===== config.mk =====
export PLATFORM = sky130hd
export DESIGN_NAME = pirdsp_simd_dotacc
export DESIGN_NICKNAME = d
export VERILOG_FILES = /design/src/rtl/pirdsp_pkg.sv /design/src/rtl/pirdsp_dot_lane.sv /design/src/rtl/pirdsp_simd_dotacc.sv
export SDC_FILE = /design/constraint.sdc
export NUM_CORES = 1
export LEC_CHECK = 0
export BUFFER_PORTS_ARGS = -buffer_cell sky130_fd_sc_hd__buf_2
export CAP_MARGIN = 5
export CORE_MARGIN = 8
export CORE_UTILIZATION = 35
export CTS_CLUSTER_SIZE = 30
export DETAILED_ROUTE_END_ITERATION = 6
export RECOVER_POWER = 25
export SYNTH_ARGS = -nofsm -noshare
export SYNTH_HDL_FRONTEND = slang
export SYNTH_SLANG_ARGS = --single-unit

===== constraint.sdc =====
create_clock -name clk -period 6.9 [get_ports clk]
set_clock_uncertainty 0.2 [all_clocks]
set_input_delay 1.725 -clock clk [delete_from_list [all_inputs] [get_ports clk]]
set_output_delay 1.725 -clock clk [all_outputs]
set_load 0.05 [all_outputs]

===== src/rtl/pirdsp_pkg.sv =====
// Shared helpers for the PIR-DSP SIMD blocks: ceil-log2, the accumulator
// width bound check and the packed lane/element slice offset helpers.
package pirdsp_pkg;

  // Extra bits a signed product of two (ELEM_W+1)-bit operands needs.
  localparam int PIRDSP_PROD_EXTRA = 32'sd2;

  // Ceiling log2, with clog2(1) = 0.
  function automatic int clog2(input int n);
    int r;
    int v;
    r = 32'sd0;
    v = 32'sd1;
    while (v < n) begin
      v = v * 32'sd2;
      r = r + 32'sd1;
    end
    return r;
  endfunction

  // The accumulator has to hold one exact lane sum without truncation.
  function automatic bit acc_w_ok(input int acc_w, input int elem_w, input int terms);
    return acc_w >= (32'sd2 * elem_w + PIRDSP_PROD_EXTRA + clog2(terms));
  endfunction

  // Bit offset of element (lane, term) in a packed operand bus.
  function automatic int elem_lo(input int lane, input int term, input int terms, input int elem_w);
    return (lane * terms + term) * elem_w;
  endfunction

  // Bit offset of a lane in a packed per-lane result bus.
  function automatic int lane_lo(input int lane, input int lane_w);
    return lane * lane_w;
  endfunction

endpackage


===== src/rtl/pirdsp_dot_lane.sv =====
// One SIMD lane: extends TERMS element pairs to ELEM_W+1 bits (sign or zero),
// multiplies them as signed values and sums the products exactly into SUM_W bits.
// Purely combinational; the top registers the result.
module pirdsp_dot_lane
  import pirdsp_pkg::*;
#(
  parameter int TERMS  = 3,
  parameter int ELEM_W = 4,
  parameter int SUM_W  = 24
) (
  input  logic [TERMS*ELEM_W-1:0] a_i,
  input  logic [TERMS*ELEM_W-1:0] b_i,
  input  logic                    signed_i,
  output logic [SUM_W-1:0]        sum_o
);

  localparam int EXT_W  = ELEM_W + 1;
  localparam int PROD_W = 2 * ELEM_W + PIRDSP_PROD_EXTRA;

  logic signed [PROD_W-1:0] prod [TERMS];
  logic signed [SUM_W-1:0]  sum_acc;

  for (genvar t = 0; t < TERMS; t++) begin : g_term
    localparam int LO = elem_lo(0, t, TERMS, ELEM_W);
    logic signed [EXT_W-1:0] a_ext;
    logic signed [EXT_W-1:0] b_ext;
    // Top bit is the element MSB only in signed mode, so unsigned stays non-negative.
    assign a_ext   = {signed_i & a_i[LO+ELEM_W-1], a_i[LO +: ELEM_W]};
    assign b_ext   = {signed_i & b_i[LO+ELEM_W-1], b_i[LO +: ELEM_W]};
    assign prod[t] = PROD_W'(a_ext) * PROD_W'(b_ext);
  end

  // Sum the sign-extended products; SUM_W is wide enough that this is exact.
  always_comb begin
    sum_acc = {SUM_W{1'b0}};
    for (int t = 0; t < TERMS; t++) begin
      sum_acc = sum_acc + SUM_W'(prod[t]);
    end
  end

  assign sum_o = sum_acc;

endmodule


===== src/rtl/pirdsp_simd_dotacc.sv =====
// SIMD dot-product-accumulate unit: LANES lanes of TERMS-element dot products,
// each added into a per-lane accumulator through a 2-stage valid/ready pipeline.
// S1 holds the lane sums and the beat's clear flag, S2 holds the accumulators.
// Optional build macro PIRDSP_DOTACC_SAT_EN: saturating accumulation with
// sticky per-lane out_sat flags; without it the add wraps and out_sat is 0.
module pirdsp_simd_dotacc
  import pirdsp_pkg::*;
#(
  parameter int LANES  = 4,
  parameter int TERMS  = 3,
  parameter int ELEM_W = 4,
  parameter int ACC_W  = 24
) (
  input  logic                      clk,
  input  logic                      rst,
  input  logic                      in_valid,
  output logic                      in_ready,
  input  logic [LANES*TERMS*ELEM_W-1:0] in_a,
  input  logic [LANES*TERMS*ELEM_W-1:0] in_b,
  input  logic                      in_signed,
  input  logic                      in_acc_clr,
  output logic                      out_valid,
  input  logic                      out_ready,
  output logic [LANES*ACC_W-1:0]    out_y,
  output logic [LANES-1:0]          out_sat
);

  if (!acc_w_ok(ACC_W, ELEM_W, TERMS)) begin : g_acc_w_check
    $error("pirdsp_simd_dotacc: ACC_W too small for an exact lane sum");
  end

  localparam int LANE_IN_W = TERMS * ELEM_W;

  logic [ACC_W-1:0] lane_sum [LANES];
  logic [ACC_W-1:0] acc_nxt  [LANES];

  logic             rdy_en_q;
  logic             v1_q, v1_d;
  logic             clr1_q, clr1_d;
  logic [ACC_W-1:0] sum1_q [LANES];
  logic [ACC_W-1:0] sum1_d [LANES];
  logic             v2_q, v2_d;
  logic [ACC_W-1:0] acc_q  [LANES];
  logic [ACC_W-1:0] acc_d  [LANES];

  logic adv1, adv2, accept;

  for (genvar l = 0; l < LANES; l++) begin : g_lane
    pirdsp_dot_lane #(
      .TERMS (TERMS),
      .ELEM_W(ELEM_W),
      .SUM_W (ACC_W)
    ) u_lane (
      .a_i     (in_a[elem_lo(l, 0, TERMS, ELEM_W) +: LANE_IN_W]),
      .b_i     (in_b[elem_lo(l, 0, TERMS, ELEM_W) +: LANE_IN_W]),
      .signed_i(in_signed),
      .sum_o   (lane_sum[l])
    );
    assign out_y[lane_lo(l, ACC_W) +: ACC_W] = acc_q[l];
  end

  // Stage advance: S2 drains when its result is consumed, S1 when S2 can take it.
  // in_ready stays low during reset and for the first cycle after release.
  always_comb begin
    adv2   = v1_q & (~v2_q | out_ready);
    adv1   = ~v1_q | adv2;
    accept = in_valid & adv1 & rdy_en_q;
  end

  assign in_ready  = adv1 & rdy_en_q;
  assign out_valid = v2_q;

`ifdef PIRDSP_DOTACC_SAT_EN
  logic [ACC_W:0]   wide  [LANES];
  logic [LANES-1:0] clamp;
  logic [LANES-1:0] sat_q, sat_d;

  // Saturating accumulate: one extra bit detects overflow, then clamp to range.
  always_comb begin
    for (int l = 0; l < LANES; l++) begin
      wide[l] = {acc_q[l][ACC_W-1], acc_q[l]} + {sum1_q[l][ACC_W-1], sum1_q[l]};
      if (clr1_q) begin
        clamp[l]   = 1'b0;
        acc_nxt[l] = sum1_q[l];
      end else if (wide[l][ACC_W] != wide[l][ACC_W-1]) begin
        clamp[l]   = 1'b1;
        acc_nxt[l] = wide[l][ACC_W] ? {1'b1, {(ACC_W-1){1'b0}}} : {1'b0, {(ACC_W-1){1'b1}}};
      end else begin
        clamp[l]   = 1'b0;
        acc_nxt[l] = wide[l][ACC_W-1:0];
      end
    end
  end

  // Sticky clamp flags, cleared by a clear beat reaching S2.
  always_comb begin
    sat_d = sat_q;
    if (adv2) begin
      if (clr1_q) begin
        sat_d = {LANES{1'b0}};
      end else begin
        sat_d = sat_q | clamp;
      end
    end else begin
      sat_d = sat_q;
    end
  end

  // Saturation flag register.
  always_ff @(posedge clk or posedge rst) begin
    if (rst) begin
      sat_q <= {LANES{1'b0}};
    end else begin
      sat_q <= sat_d;
    end
  end

  assign out_sat = sat_q;
`else
  // Wrapping accumulate in ACC_W bits.
  always_comb begin
    for (int l = 0; l < LANES; l++) begin
      if (clr1_q) begin
        acc_nxt[l] = sum1_q[l];
      end else begin
        acc_nxt[l] = acc_q[l] + sum1_q[l];
      end
    end
  end

  assign out_sat = {LANES{1'b0}};
`endif

  // Next state for both stages; registers only move on their advance condition.
  always_comb begin
    v1_d   = v1_q;
    clr1_d = clr1_q;
    v2_d   = v2_q;
    for (int l = 0; l < LANES; l++) begin
      sum1_d[l] = sum1_q[l];
      acc_d[l]  = acc_q[l];
    end
    if (adv1) begin
      v1_d = accept;
      if (accept) begin
        clr1_d = in_acc_clr;
        for (int l = 0; l < LANES; l++) begin
          sum1_d[l] = lane_sum[l];
        end
      end else begin
        clr1_d = clr1_q;
      end
    end else begin
      v1_d = v1_q;
    end
    if (adv2) begin
      v2_d = 1'b1;
      for (int l = 0; l < LANES; l++) begin
        acc_d[l] = acc_nxt[l];
      end
    end else if (out_ready) begin
      v2_d = 1'b0;
    end else begin
      v2_d = v2_q;
    end
  end

  // Pipeline registers; reset discards in-flight beats and zeroes accumulators.
  always_ff @(posedge clk or posedge rst) begin
    if (rst) begin
      rdy_en_q <= 1'b0;
      v1_q     <= 1'b0;
      clr1_q   <= 1'b0;
      v2_q     <= 1'b0;
      for (int l = 0; l < LANES; l++) begin
        sum1_q[l] <= {ACC_W{1'b0}};
        acc_q[l]  <= {ACC_W{1'b0}};
      end
    end else begin
      rdy_en_q <= 1'b1;
      v1_q     <= v1_d;
      clr1_q   <= clr1_d;
      v2_q     <= v2_d;
      for (int l = 0; l < LANES; l++) begin
        sum1_q[l] <= sum1_d[l];
        acc_q[l]  <= acc_d[l];
      end
    end
  end

endmodule

== Yosys cells after proc, flatten, opt, wreduce, memory -nomap -nowiden ==
Cells that the tools add are included.

* Add/subtract/negate cells: 12
* $mul: 12
* Muxes and demuxes: 6
* Bitwise logic cells: 32
* Reduce and logical (&&, ||, !) cells: 2

{| class="wikitable"
|+ Operator list
! kind !! count
|-
| $mul A5 B5 Y10 || 12
|-
| $add A24 B24 Y24 || 4
|-
| $mux W24 || 4
|-
| $add A11 B10 Y12 || 4
|-
| $add A10 B10 Y11 || 4
|-
| $and A1 B1 Y1 || 28
|-
| $mux W1 || 2
|-
| $not A1 Y1 || 2
|-
| $or A1 B1 Y1 || 2
|-
| $reduce_and A2 Y1 || 1
|-
| $reduce_bool A2 Y1 || 1
|}

* Flip-flop bits (word level): 196
* Bits of input ports: 102
* Output and inout port bits: 102
* Logic and storage cells: 76

== Depth between registers and ports, before layout ==
Gate-level depths: netlist of run 1.

* Depth after elaboration: 7
* Mapped depth: 23
* Mapped depth without buffers: 21

== Modules after synthesis ==
From an unflattened synthesis of run 1, not the netlist that was laid out.

* Cells, all modules: 2,935
* Area total of the unflattened synthesis: 27,272.4 um2

{| class="wikitable"
|+ By module, submodules not included
! module !! instances !! cells each !! area each (um2)
|-
| pirdsp_simd_dotacc || 1 || 1,290 || 12,353.1
|-
| pirdsp_dot_lane at g_lane[3].u_lane || 1 || 417 || 3,757.4
|-
| pirdsp_dot_lane at g_lane[2].u_lane || 1 || 417 || 3,751.1
|-
| pirdsp_dot_lane at g_lane[0].u_lane || 1 || 406 || 3,708.6
|-
| pirdsp_dot_lane at g_lane[1].u_lane || 1 || 405 || 3,702.3
|}

== Worst setup path before layout of run 1 ==
Ideal clock, no wire load.

* Path type: input to register
* From: input port in_signed
* To: register sum1_q[46] (netlist bit)
* Setup time: 0.132 ns
* Data arrival time: 7.193 ns
* Required time: 6.568 ns
* Setup slack: -0.625 ns
* Stages: 22
* Path buffers: 3
* Cell sequence: clkbuf_1 > buf_1 > clkbuf_1 > and3_1 > inv_1 > fa_1 > fa_1 > inv_1 > fa_1 > fa_1 > inv_1 > fa_1 > fa_1 > inv_1 > ha_1 > a21o_1 > a21o_1 > a21oi_1 > o21ai_1 > o41ai_2 > xnor2_1 > o21ai_1

* Cells in the longest elaborated chain, start to end: 4
* Elaborated cells between the ends (all ways): 11
* Classes of those cells: add/sub (2); mul (3); bitwise (6)

{| class="wikitable"
|+ Ends and longest elaborated chain
! what !! line !! source
|-
| start: declaration || pirdsp_simd_dotacc.sv:20 || <nowiki>input logic in_signed,</nowiki>
|-
| $and A1 B1 Y1, on equally long branches || pirdsp_dot_lane.sv:28, pirdsp_dot_lane.sv:29 ||
|-
| $mul A5 B5 Y10 || pirdsp_dot_lane.sv:30 || <nowiki>assign prod[t] = PROD_W'(a_ext) * PROD_W'(b_ext);</nowiki>
|-
| $add A10 B10 Y11 || pirdsp_dot_lane.sv:37 || <nowiki>sum_acc = sum_acc + SUM_W'(prod[t]);</nowiki>
|-
| $add A11 B10 Y12 * || pirdsp_dot_lane.sv:37 ||
|-
| end signal: indexed assignment || pirdsp_simd_dotacc.sv:176 || <nowiki>sum1_q[l] <= {ACC_W{1'b0}};</nowiki>
|-
| end signal: indexed assignment || pirdsp_simd_dotacc.sv:185 || <nowiki>sum1_q[l] <= sum1_d[l];</nowiki>
|-
| end: declaration || pirdsp_simd_dotacc.sv:40 || <nowiki>logic [ACC_W-1:0] sum1_q [LANES];</nowiki>
|}

Every way passes the cells marked *; elsewhere a longest branch is shown, timed or not.
A chain may end at the register's enable or synchronous reset.

== Worst setup path after layout of run 1 ==
* From: input port in_signed
* To: register sum1_q[22] (netlist bit)

Same word-level chain as after synthesis.

==> results of run 1 <==
==> worst paths after layout <==
kind | slack [ns] | to | depth (start not counted)
max in group asynchronous | 1.74 | sum1_q[79] | 3
min in group asynchronous | 1.62 | out_y[85] | 2
setup reg to reg | 3.51 | out_y[47] | 8
hold reg to reg | 0.31 | out_y[9] | 2
setup / recovery | 0.20 | sum1_q[22] | 21
hold / removal | 0.31 | out_y[9] | 2
==> routing by layer <==
metal | up-vias | track usage, %
met5 | - | 0
met4 | 0 | 3.10
met3 | 37 | 1.94
met2 | 218 | 25.4
met1 | 9090 | 22.8
li1 | 9355 | -
==> cells in the final DEF, fill, tap and decap left out, drive strengths merged, types with 4 or more instances in the layout <==
cell	instances
a211o	4
nor2b	16
buf	399
and3	33
a31oi	25
conb	5
a21o	64
nor3	30
mux2i	15
o2111ai	4
clkinvlp	4
ha	240
and2	144
clkbuf	24
xor2	49
dfrtp	148
xnor2	97
a2111oi	4
nand2	236
a211oi	11
inv	473
a21oi	133
o211ai	21
a31o	9
nand3	34
or2	16
o21ai	161
o31ai	16
o22a	13
nand3b	4
nand2b	26
o21a	22
nor2	129
o41ai	4
fa	372
o21bai	14
==> timing repair <==
item,CTS,global route
gates resized for setup,0,11
setup endpoints to repair,0,8
setup buffers,0,1
==> flip-flops by register name, indices dropped and copies added, names as in the netlist <==
name       count
out_y         96
sum1_q        48
clr1_q         1
out_valid      1
rdy_en_q       1
v1_q           1
==> worst register-to-register path, stage by stage, from the launching register on <==
cell and delay, ns:
dfrtp_1 0.83, ha_1 0.44, a2111oi_0 0.47, o211a_1 0.25, o31ai_1 0.14, a31oi_1 0.28
o21ai_0 0.16, a2111oi_0 0.33, o21ai_0 0.16
==> area by class of cell <==
class	instances	area share (%)
multi-input combinational	1990	65.6
tap	931	4.07
sequential	148	13.0
inverter	473	6.21
antenna	2	0.0175
clock inverter	10	0.516
timing repair buffer	401	8.97
clock buffer	22	1.62
==> cell families after synthesis <==
logic type      share of synthesized area (%)
compound gates                           13.8
xor+xnor                                 5.25
fa+ha+maj                                42.9
buf+inv                                  8.46
flops                                    15.2
mux                                     0.755
other cells                            0.0308
simple gates                             13.6
==> through the flow <==
stage / hold slack (ns) / worst slack (ns)
CTS: 0.319 / 0.143
global placement: 0.296 / -0.353
floorplan: 0.268 / -0.0922
detailed placement: 0.305 / -0.357
global route: 0.332 / 0.000497
finish: 0.312 / 0.202
==> flow_metrics.py, run 1 <==
metrics = {
    "synth": {
        "yosysMostFrequentCell": "inv_1",
        "synthTopCellsByCount": "472 x inv_1, 372 x fa_1, 240 x ha_1",
        "yosys-top-cells-area": "fa_1 31%, dfrtp_1 15%, ha_1 12%",
        "synth.avg_cell_area_um2": 9.09,
        "synthesis.area_mm2": 0.0243,
        "yosysSeqAreaShare_pct": 15.2,
        "synth_top_area_share_pct": 30.6,
        "syn-instance-count": 2679,
        "synth-edff-count": 0,
        "yosysWarnings": 0,
        "yosys_most_used_dff": "dfrtp_1",
        "synth_cell_types": 69,
        "synth_seq_cells": 148,
        "synthArstFlopShare_pct": 100,
        "yosysTopAreaCell": "fa_1",
    },
    "floorplanning": {
        "ios": 204,
        "start_util_pct": 35.4,
        "die_h_um": 280,
        "dieArea_mm2": 0.0783,
        "fp.dieW_um": 280,
        "num_rows": 96,
        "core_area_mm2": 0.0687,
    },
    "drt": {
        "num_vias": 18700,
        "route.met3.wl_um": 1840,
        "routed_wl_um": 60800,
        "maxUsedRoutingLayer": "met4",
        "ant_nets": 0,
        "wl_met1_um": 30700,
        "viasPerCell": 4.70,
        "wl_per_cell_um": 15.3,
        "drc": 0,
        "drtPass1Iterations": 5,
        "met2_wirelength_um": 27500,
        "drtIter0Drc": 881,
    },
    "cells_and_area": {
        "final_nets": 3745,
        "fin_util_pct": 41.6,
        "final_cell_area_mm2": 0.0286,
        "multi_input_area_mm2": 0.0188,
        "seq_area_mm2": 0.00371,
        "fillCellCount": 6979,
        "area_growth_syn_to_layout_pct": 17.5,
        "finalNonFillerCells": 3977,
        "layout-drive-gt1-share_pct": 16.7,
    },
    "outcome": {
        "status": "complete, but fails checks",
        "violations": "capacitance limit, slew limit",
    },
    "setup_path": {
        "path_class": "in -> reg",
        "r2r-start": "sum1_q[70]",
        "crit_path_start": "in_signed",
        "cp_num_buf_inv": 5,
        "crit_chain": "buf_4, buf_8, nand2_2, or2_2, fa_1, fa_1, inv_1, fa_1, fa_1, inv_1, fa_1, fa_1, inv_2, ha_4, a21o_1, a21o_1, a21oi_2, o21ai_1, o41ai_2, xnor2_1, o21ai_1",
        "critPathTopFamily": "adder cells",
        "cp_common_cell": "fa_1",
        "crit_path_max_fanout": 13,
        "required_ns": 7.03,
        "critPathSlowestCell": "fa_1",
        "startpoint_type": "input pin",
        "slowest_delay_ns": 0.55,
        "cp.arrival_ns": 6.82,
        "end_kind": "register",
    },
    "min_path": {
        "min_path_type": "reg -> reg",
        "hold_start": "out_y[9]",
    },
    "grt": {
        "grt_pass1_wl_um": 101000,
        "track_usage_pct": 15.8,
        "grt_pass1_vias": 19400,
        "grt_max_degree": 71,
        "overflow": 0,
        "antenna_found_initial": 2,
    },
    "placed_design": {
        "place.gp.congestion": 0.859,
        "place_inst": 3941,
        "dpl-instance-area_mm2": 0.0279,
        "hpwl_um": 51900,
        "io_buffers": 199,
    },
    "clocking": {
        "cts_buffer_depth": 2,
        "ctsHoldBuffers": 0,
        "clk_pin_slew_ns": 0.07,
        "numCtsBuffers": 17,
        "cts_sinks": 148,
        "clk_latency_ns": 0.45,
        "cts_tree": "yes",
        "htree_levels": 4,
        "cts_root_buffer": "clkbuf_16",
    },
    "timing": {
        "fmax_mhz": 149,
        "maxSlewViolCount": 148,
        "slew_headroom_pct": -71.6,
        "tns_ns": 0,
        "period_share_pct": 97.1,
        "rsz0062_at_grt": "yes",
        "finalSetupViolations": 0,
        "hold_viol": 0,
        "tightest_slew_ns": 2.57,
        "min_period_ns": 6.70,
    },
    "job": {
        "maxCapViolCount": 3,
    },
}
Power of run 1 is left out: the tool's default activity adds up to more than one toggle a clock period on the data nets, which glitch-free logic cannot reach.
==> run 2: changes to the inputs <==
--- a/config.mk
+++ b/config.mk
@@ -11,6 +11,7 @@
 export CORE_UTILIZATION = 35
 export CTS_CLUSTER_SIZE = 30
 export DETAILED_ROUTE_END_ITERATION = 6
+export PLACE_DENSITY_LB_ADDON = 0.08
 export RECOVER_POWER = 25
 export SYNTH_ARGS = -nofsm -noshare
 export SYNTH_HDL_FRONTEND = slang
==> flow_metrics.py, run 2 (same netlist as run 1, synthesis figures left out) <==
metrics = {
    "clocking": {
        "htree_levels": 4,
        "cts_buffer_depth": 2,
        "cts_setup_buffers": 0,
        "clk_latency_ns": 0.44,
        "cts_tree": "yes",
        "clk_pin_slew_ns": 0.06,
        "numCtsBuffers": 17,
        "cts_sinks": 148,
        "cts_root_buffer": "clkbuf_16",
    },
    "timing": {
        "fmax_mhz": 150,
        "min_period_ns": 6.69,
        "period_share_pct": 96.9,
        "slew_headroom_pct": -75.4,
        "rsz0062_at_grt": "no",
        "hold_viol": 0,
        "maxSlewViolCount": 195,
        "finalSetupViolations": 0,
        "tightest_slew_ns": 2.63,
    },
    "outcome": {
        "violations": "capacitance limit, slew limit",
        "status": "complete, but fails checks",
    },
    "setup_path": {
        "startpoint_type": "input pin",
        "end_kind": "register",
        "rrSetupSlack_ns": 3.40,
        "path_class": "in -> reg",
        "cp.arrival_ns": 6.78,
        "crit_path_max_fanout": 15,
        "required_ns": 7.00,
    },
    "grt": {
        "grt_max_degree": 68,
        "track_usage_pct": 16.7,
        "met3_usage_pct": 1.68,
        "grt_pass1_vias": 20100,
        "antenna_found_initial": 2,
        "busiest_layer": "met2",
        "grtUsageMet1_pct": 24.5,
        "overflow": 0,
        "grt_pass1_wl_um": 107000,
        "use_met2_pct": 26.8,
    },
    "cells_and_area": {
        "final_nets": 3758,
        "largest_register_ff_count": 96,
        "mostFrequentLayoutCells": "465 x inv_1, 371 x fa_1, 235 x ha_1",
        "layout-drive-gt1-share_pct": 17.0,
        "final_common_cell": "inv_1",
        "area_growth_syn_to_layout_pct": 17.8,
        "fin_util_pct": 41.8,
    },
    "floorplanning": {
        "start_util_pct": 35.4,
        "die_h_um": 280,
        "dieArea_mm2": 0.0783,
        "ios": 204,
        "num_rows": 96,
        "fp.dieW_um": 280,
        "core_area_mm2": 0.0687,
    },
    "drt": {
        "viasPerCell": 4.70,
        "wl_per_cell_um": 16.2,
        "ant_nets": 0,
        "drtIter0Drc": 730,
        "drc": 0,
        "routed_wl_um": 64800,
        "drtPass1Iterations": 5,
        "num_vias": 18700,
    },
    "min_path": {
        "min_path_type": "reg -> reg",
    },
    "placed_design": {
        "place.gp.congestion": 0.852,
        "io_buffers": 199,
        "hpwl_um": 55200,
    },
    "job": {
        "maxCapViolCount": 4,
    },
}
==> run 2: cell types whose count changed in the layout (fill, tap and decap cells not counted), sizes merged <==
cell / before / now
buf: 399 / 413
clkbuf: 24 / 19
clkinv: 3 / 5
clkinvlp: 4 / 5
inv: 473 / 474
==> run 2: worst paths after layout <==
check,cells past startpoint,to,start
max in group asynchronous,3,out_y[51],rst
min reg2reg,2,out_y[31],out_y[31]
max,21,sum1_q[70],in_signed
min in group asynchronous,2,out_y[88],rst
min,2,out_y[31],out_y[31]
max reg2reg,6,out_y[13],out_valid
==> run 2: critical path: stages <==
cell and delay, ns:
buf_12 0.13, buf_12 0.14, and3_1 0.15, buf_4 0.13
fa_1 0.49, inv_1 0.07, fa_1 0.56, inv_1 0.06
fa_1 0.48, fa_1 0.50, fa_1 0.49, inv_1 0.05
fa_1 0.48, inv_1 0.04, ha_1 0.30, a21o_1 0.18
a21oi_2 0.15, o21ai_1 0.09, o41ai_2 0.31, xnor2_1 0.15
o21ai_0 0.08
==> run 2: area by class of cell <==
cell class	count	area, um2
Fill cell	6940	40000
Tap cell	931	1160
Clock buffer	18	429
Timing Repair Buffer	414	2660
Multi-Input combinational cell	1990	18800
Clock inverter	14	178
Sequential cell	148	3710
Antenna cell	2	5.00
Inverter	473	1780
==> run 2: timing repair <==
| item | in CTS | in global routing |
|---|---|---|
| hold buffers | 0 | 0 |
| gates resized for setup | 2 | 6 |
| pin swaps | 0 | 5 |
| setup endpoints to repair | 10 | 10 |
==> run 2: through the flow <==
stage | cell area [um2] | setup slack [ns] | std cells | setup TNS [ns] | hold WS [ns]
2_1_floorplan | 24600 | -0.0922 | 2682 | -0.312 | 0.268
3_3_place_gp | 28100 | -0.629 | 3956 | -10.96 | 0.293
3_5_place_dp | 28100 | -0.729 | 3956 | -12.78 | 0.302
4_1_cts | 28700 | 0.0720 | 3988 | 0 | 0.315
5_1_grt | 28700 | 0.00188 | 3990 | 0 | 0.350
6_report | 28700 | 0.213 | 3990 | 0 | 0.309
==> run 2: routing by layer <==
layer	vias to the layer above	routed length [um]
met1	9038	33600
met3	48	1650
li1	9391	-
met5	-	0
met4	0	822
met2	264	28700
Power of run 2 is left out for the same reason.
